<file path="src/rtl/mmio_uart_tx.sv">
// mmio_uart_tx
//   UART transmitter sitting on the processor data-memory write bus.
//   A store to BASE_ADDR queues dout[7:0] in a small byte FIFO; a frame FSM
//   sends each queued byte as 8N1 (start, 8 data LSB first, stop) on tx.
//   A store to BASE_ADDR+1 with dout[0]=1 clears the sticky overflow flag.
//
// Parameters
//   BASE_ADDR    data register address; status register at BASE_ADDR+1
//   CLKS_PER_BIT clock cycles per serial bit (2..65535)
//   FIFO_DEPTH   byte FIFO depth (power of two, 2..16)
//
// Ports
//   clk_50MHz  in   clock, rising edge
//   reset      in   asynchronous active-high reset
//   addr       in   bus address
//   dout       in   bus write data
//   w          in   bus write strobe
//   rd_data    out  registered status read-back {13'b0, overflow, fifo_full, busy}
//   tx         out  serial line, idle high, registered
//   busy       out  frame in progress or bytes queued
//   fifo_full  out  FIFO holds FIFO_DEPTH bytes
//   overflow   out  sticky: a data write was dropped while full
module mmio_uart_tx #(
  parameter logic [7:0] BASE_ADDR    = 8'hF0,
  parameter int         CLKS_PER_BIT = 434,
  parameter int         FIFO_DEPTH   = 4
) (
  input  logic        clk_50MHz,
  input  logic        reset,
  input  logic [7:0]  addr,
  input  logic [15:0] dout,
  input  logic        w,
  output logic [15:0] rd_data,
  output logic        tx,
  output logic        busy,
  output logic        fifo_full,
  output logic        overflow
);

  localparam int              PW        = $clog2(FIFO_DEPTH);
  localparam int              CW        = PW + 1;
  localparam logic [7:0]      STAT_ADDR = BASE_ADDR + 8'd1;
  localparam logic [15:0]     BAUD_LAST = 16'(CLKS_PER_BIT - 1);
  localparam logic [CW-1:0]   DEPTH_C   = CW'(FIFO_DEPTH);

  typedef enum logic [1:0] {IDLE, START, DATA, STOP} state_t;

  state_t         state_q, state_d;
  logic [15:0]    baud_q, baud_d;
  logic [2:0]     bit_q, bit_d;
  logic [7:0]     shift_q, shift_d;
  logic           tx_q, tx_d;

  logic [PW-1:0]  wr_ptr_q, rd_ptr_q;
  logic [CW-1:0]  count_q;
  logic           overflow_q;
  logic [15:0]    rd_data_q;
  logic [7:0]     mem_q [FIFO_DEPTH];

  logic data_wr, push, drop, clr, pop;

  // Only the low byte of a data write is transmitted.
  logic unused_dout;
  assign unused_dout = ^dout[15:8];

  assign busy      = (state_q != IDLE) || (count_q != '0);
  assign fifo_full = (count_q == DEPTH_C);
  assign overflow  = overflow_q;
  assign tx        = tx_q;
  assign rd_data   = rd_data_q;

  // Fullness is judged on the pre-edge count, so a write into a full FIFO
  // is dropped even if the FSM pops in the same cycle.
  assign data_wr = w && (addr == BASE_ADDR);
  assign push    = data_wr && !fifo_full;
  assign drop    = data_wr && fifo_full;
  assign clr     = w && (addr == STAT_ADDR) && dout[0];
  // Pop uses the pre-edge count, so a freshly pushed byte waits one cycle.
  assign pop     = (state_q == IDLE) && (count_q != '0);

  // Storage array carries no reset; emptiness is tracked by the count.
  always_ff @(posedge clk_50MHz) begin
    if (push) mem_q[wr_ptr_q] <= dout[7:0];
  end

  always_ff @(posedge clk_50MHz or posedge reset) begin
    if (reset) begin
      wr_ptr_q   <= '0;
      rd_ptr_q   <= '0;
      count_q    <= '0;
      overflow_q <= 1'b0;
      rd_data_q  <= '0;
    end else begin
      if (push) wr_ptr_q <= wr_ptr_q + PW'(1);
      if (pop)  rd_ptr_q <= rd_ptr_q + PW'(1);
      case ({push, pop})
        2'b10:   count_q <= count_q + CW'(1);
        2'b01:   count_q <= count_q - CW'(1);
        default: count_q <= count_q;
      endcase
      if (drop)     overflow_q <= 1'b1;
      else if (clr) overflow_q <= 1'b0;
      rd_data_q <= (addr == STAT_ADDR) ? {13'b0, overflow_q, fifo_full, busy} : 16'h0000;
    end
  end

  always_ff @(posedge clk_50MHz or posedge reset) begin
    if (reset) begin
      state_q <= IDLE;
      baud_q  <= '0;
      bit_q   <= '0;
      shift_q <= '0;
      tx_q    <= 1'b1;
    end else begin
      state_q <= state_d;
      baud_q  <= baud_d;
      bit_q   <= bit_d;
      shift_q <= shift_d;
      tx_q    <= tx_d;
    end
  end

  always_comb begin
    state_d = state_q;
    baud_d  = baud_q;
    bit_d   = bit_q;
    shift_d = shift_q;
    case (state_q)
      IDLE: begin
        if (pop) begin
          shift_d = mem_q[rd_ptr_q];
          baud_d  = '0;
          state_d = START;
        end
      end
      START: begin
        if (baud_q == BAUD_LAST) begin
          baud_d  = '0;
          bit_d   = '0;
          state_d = DATA;
        end else begin
          baud_d = baud_q + 16'd1;
        end
      end
      DATA: begin
        if (baud_q == BAUD_LAST) begin
          baud_d  = '0;
          shift_d = {1'b0, shift_q[7:1]};
          bit_d   = bit_q + 3'd1;
          if (bit_q == 3'd7) state_d = STOP;
        end else begin
          baud_d = baud_q + 16'd1;
        end
      end
      STOP: begin
        if (baud_q == BAUD_LAST) begin
          baud_d  = '0;
          state_d = IDLE;
        end else begin
          baud_d = baud_q + 16'd1;
        end
      end
      default: state_d = IDLE;
    endcase

    // tx is derived from the next state so the line changes on the same
    // edge as the state and comes straight from a flop.
    case (state_d)
      START:   tx_d = 1'b0;
      DATA:    tx_d = shift_d[0];
      default: tx_d = 1'b1;
    endcase
  end

endmodule

</file>
<file path="config.mk">
export PLATFORM = sky130hd
export DESIGN_NAME = mmio_uart_tx
export DESIGN_NICKNAME = d
export VERILOG_FILES = /design/src/rtl/mmio_uart_tx.sv
export SDC_FILE = /design/constraint.sdc
export NUM_CORES = 1
export LEC_CHECK = 0
export ABC_AREA = 0
export CORE_MARGIN = 3
export CORE_UTILIZATION = 55
export CTS_CLUSTER_DIAMETER = 120
export DETAILED_ROUTE_END_ITERATION = 7
export HOLD_SLACK_MARGIN = 0.02
export PLACE_DENSITY = 0.89
export SETUP_SLACK_MARGIN = 0.15
export SLEW_MARGIN = 10
export SYNTH_ARGS = -nofsm -noshare
export SYNTH_HDL_FRONTEND = slang
export SYNTH_SLANG_ARGS = --single-unit
export TNS_END_PERCENT = 1
</file>
<file path="constraint.sdc">
create_clock -name clk_50MHz -period 3.4 [get_ports clk_50MHz]
set_clock_uncertainty 0.05 [all_clocks]
set_input_delay 0.51 -clock clk_50MHz [delete_from_list [all_inputs] [get_ports clk_50MHz]]
set_output_delay 0.51 -clock clk_50MHz [all_outputs]
set_load 0.05 [all_outputs]
</file>
==> impl.org <==
** Worst setup path
- Setup crit start :: state_q[1]
- Capturing point of the worst reg2reg path :: count_q[2]
- The most numerous cell type found on the critical path is inv_2.
- Endpoint of the worst setup timing path :: busy
- The critical path is of the reg2out type.
- Largest stage delay, worst path :: 450 ps
- CP max stage cell :: dfrtp_1
- Measured in cells, the most critical reg-to-reg path has a length of 10.
- Worst r2r src :: state_q[1]
- Data required time at the worst endpoint :: 2840 ps
- Setup slack of the most critical reg-to-reg path :: 850 ps
- STA classifies the critical path startpoint as a register.
- Traced cell by cell, the critical path runs through inv_1, ha_1, inv_2, nor4_4, buf_4, inv_2, dlymetal6s2s_1.
- STA classifies the critical path endpoint as an output port.
- Worst Path Max Fanout :: 8
- The critical path runs through a total of 7 cells.
- At the worst endpoint, the arrival time is 2150 ps.
- Cell family contributing the most delay on the critical path :: buffers and inverters
- Crit path buf inv count :: 5

** STA
- Setup TNS Final :: 0 ps
- The max-slew violation total from the final report is 0.
- In this run the tightest slew margin relative to its limit is 39.2%.
- Tightest Pin Transition :: 911 ps
- Post-route minimum period :: 2710 ps
- Final setup fails :: 0
- Across all setup checks in the final design, the least slack found is 688 ps.
- Highest achievable clock rate :: 369 MHz
- Hold Violations, Final :: 0
- Setup repair after global routing missed its margin :: no
- Final period utilization :: 79.8%

** Logic synthesis
- Synthesis instantiated 43 different standard cells from the library.
- Post-Synthesis Cells :: 276
- Number of enable flip-flop cells after synthesis :: 32
- Synth Flop Type :: dfrtp_1
- The share of synthesized area in the top cell type comes to 28.7%.
- Ranked by instance count, the synthesized netlist is headed by dfrtp_1, edfxtp_1, nor2_1.
- Dividing the synthesized area by the synthesized cell count gives 12.6 sq um.
- In the post-synthesis netlist, the cell with the most instances is dfrtp_1.
- Counting flops and latches in the post-synthesis netlist gives 73.
- Number of warnings reported in the yosys synthesis log :: 0
- After synthesis, the share of flip-flops with an asynchronous set or reset is 56.2%.
- Sequential-to-total area share from yosys stat :: 57.0%
- Cell taking the most area after synthesis :: dfrtp_1
- Biggest area contributors in the synthesized netlist :: dfrtp_1, edfxtp_1, ha_1
- The synthesized netlist occupies a cell area of 3490 sq um.

** Finish
- The repair_antennas step left the layout with diodes totalling 0.
- The layout has 407 filler cells.
- Layout cells sized above 1 :: 12.8%
- Nets@finish :: 350
- Area added between synthesis and finish :: 13.1%

** Placed design
- Detailed placer's ending HPWL :: 4280 um
- At the end of routability-driven placement, the weighted congestion stood at 0.779.
- Worst setup slack before clock tree synthesis :: 450 ps
- Port-buffer cells :: 25

** Routing
- Via total after detailed routing :: 2104
- For this block, the initial DRC count from the detailed router was 110.
- The first detailed-routing pass ran for 4 iterations.
- The routed design has 6010 um of wire.
- Drc violations :: 0
- Once detail routing completed, the nets flagged for antenna violations numbered 0.
- In the final routed layout, each cell accounts on average for 15.5 um.
- Via-per-instance ratio :: 5.44

** Pwr
- PD cells :: 661 nW/um^2
- Peak supply drop :: 0.000425 V
- Net switching is 36.1% of the power.
- The analysis attributes to cell leakage a power of 1.63 nW.
- The clock network is responsible for 23.7% of the overall power.
- Portion of total power attributed to sequential cells :: 45.4%
- Combinational fraction of design power :: 30.9%
- P_sw :: 0.000940 W
- Cell internal power was estimated by the tool at 0.00167 W.

** Die
- For this configuration, the core starts out at a cell density of 57.9%.
- Horiz. Die Dim :: 85.6 um
- In this run the core area contains 28 standard-cell rows.
- The die covers 7330 sq um.
- Die Height :: 85.6 um
- The core region is 6030 sq um.
- I/O pin count :: 47

** Clocking
- The tree is rooted in a clkbuf_8.
- Clock transition at the register clock pins on the worst setup and hold paths after CTS :: 80 ps
- The longest clock path from root to sink contains 2 buffers.
- Clock latency on the worst-skew pair, taken at its later pin, is 350 ps.
- Clock tree synthesis found a total of 73 sinks.
- TritonCTS built the clock tree.
- Total clock buffers created by CTS :: 9
- Buffer count from post-CTS setup fixing :: 0
- Htree depth :: 3
- In this run, post-CTS hold repair placed 0 buffers.

** Global route
- The first global-routing pass estimated 10600 um of wire.
- Global-route layer with the greatest usage :: met2
- Global-route total usage across every layer :: 18.5%
- For this run, global-route usage on met3 was measured as 4.51%.
- The number of antenna violations at the first check in global routing is 0.
- Global routing used 24.5% of the available met1 tracks.
- Total congestion overflow after global routing :: 0
- In the global route stage, met2 resource usage came out at 30.0%.
- Pin count of the biggest net entering global routing :: 25
- The via count of the first global-routing pass was 2176.

** Status
- The run finished with clean final reports.

** Hold path
- Hold WC Path Type :: reg2reg
- The startpoint identified for the worst hold timing path is baud_q[1].

** Run
- Max-cap check violation count :: 0
==> power by group through the flow <==
| stage | combinational (W) | clock (W) | sequential (W) |
|---|---|---|---|
| after floorplan | 0.000674 | 0 | 0.00115 |
| after global placement | 0.000774 | 0 | 0.00119 |
| after detailed placement | 0.000810 | 0 | 0.00120 |
| after CTS | 0.000813 | 0.000624 | 0.00118 |
| after global routing | 0.000905 | 0.000678 | 0.00121 |
| final | 0.000806 | 0.000619 | 0.00118 |
==> cells by family (layout without fill, tap and decap cells) <==
| logic type | count (synthesis) | after routing | synth area share [%] |
|---|---|---|---|
| AND/OR/NAND/NOR | 75 | 75 | 11.9 |
| flip-flops | 73 | 73 | 57.0 |
| buffers and inverters | 42 | 66 | 6.53 |
| AO/OA/AOI/OAI | 37 | 37 | 6.96 |
| XOR/XNOR | 20 | 20 | 5.02 |
| adder cells (fa/ha/maj) | 16 | 16 | 5.96 |
| multiplexers | 12 | 12 | 6.46 |
| other | 1 | 13 | 0.108 |
==> worst min-delay path by stage <==
stage,end,slack [ps],cells past startpoint
2_1_floorplan,baud_q[1],440,2
3_3_place_gp,shift_q[4],460,2
3_5_place_dp,baud_q[1],470,2
4_1_cts,baud_q[1],490,2
5_1_grt,shift_q[0],520,2
6_report,baud_q[1],490,2
==> metal layers <==
layer | wire length [um] | vias up | share of wire [%]
met3 | 233 | 12 | 3.9
met2 | 3040 | 47 | 51
li1 | - | 1016 | -
met4 | 91 | 0 | 1.5
met1 | 2640 | 1029 | 44
met5 | 0 | - | 0
==> worst register-to-register path: stages (launching register included) <==
cell and delay [ps]:
dfrtp_1 450, inv_1 160, ha_1 340, o31a_1 200
buf_4 210, ha_1 210, inv_1 70, fa_1 380
xor2_1 150, nor2_1 110, xor2_1 150
==> timing repair <==
action                                  4_1_cts  5_1_grt
hold endpoints to repair                      0        0
endpoints found under the setup margin        0        1
gates resized for setup                       0        1
==> state kept, by name, indices dropped and copies added, names as in the netlist <==
name,count
bit_q,3
baud_q,16
count_q,3
rd_data,3
overflow,1
mem_q,32
tx,1
shift_q,8
state_q,2
rd_ptr_q,2
wr_ptr_q,2
==> cells in the final DEF (no fill, tap or decap), types with 2 or more instances in the layout <==
cell | netlist | routed
nand3_1 | 7 | 7
nor3_1 | 3 | 3
a21oi_1 | 8 | 8
edfxtp_1 | 32 | 32
nor2_2 | 3 | 3
dfrtp_1 | 40 | 40
xnor2_1 | 4 | 4
ha_1 | 15 | 15
clkbuf_8 | 0 | 9
o21ai_0 | 12 | 12
inv_2 | 2 | 2
a22oi_1 | 7 | 7
xor2_1 | 16 | 16
o22ai_1 | 2 | 2
conb_1 | 1 | 13
inv_1 | 18 | 18
clkinv_4 | 0 | 4
nand4_1 | 7 | 7
a22o_1 | 3 | 3
nand2_1 | 13 | 13
mux2i_1 | 3 | 3
nor2_1 | 23 | 23
and3_1 | 4 | 4
clkdlybuf4s50_1 | 0 | 24
mux4_2 | 8 | 8
and2_1 | 5 | 5
and4_1 | 3 | 3
and4bb_1 | 2 | 2
buf_4 | 14 | 5
==> per-stage QoR <==
step	hold slack (ps)	utilization, %	total power, W	std cells	instance area (sq um)
after floorplan	441	-	0.00183	288	3530
after global placement	458	62.4	0.00197	371	3760
after detailed placement	469	62.4	0.00201	371	3760
after CTS	487	65.4	0.00262	387	3940
after global routing	524	65.4	0.00279	387	3940
final	486	65.4	0.00261	387	3940
==> cell type report <==
cell class                      count  area, sq um  area share, %
Clock inverter                      7         56.3           1.43
Inverter                           20         75.1           1.90
Multi-Input combinational cell    173         1320           33.4
Tap cell                           75         93.8           2.38
Timing Repair Buffer               30          290           7.36
Sequential cell                    73         1990           50.4
Clock buffer                        9          124           3.14
(Power assumes the default switching activity.)
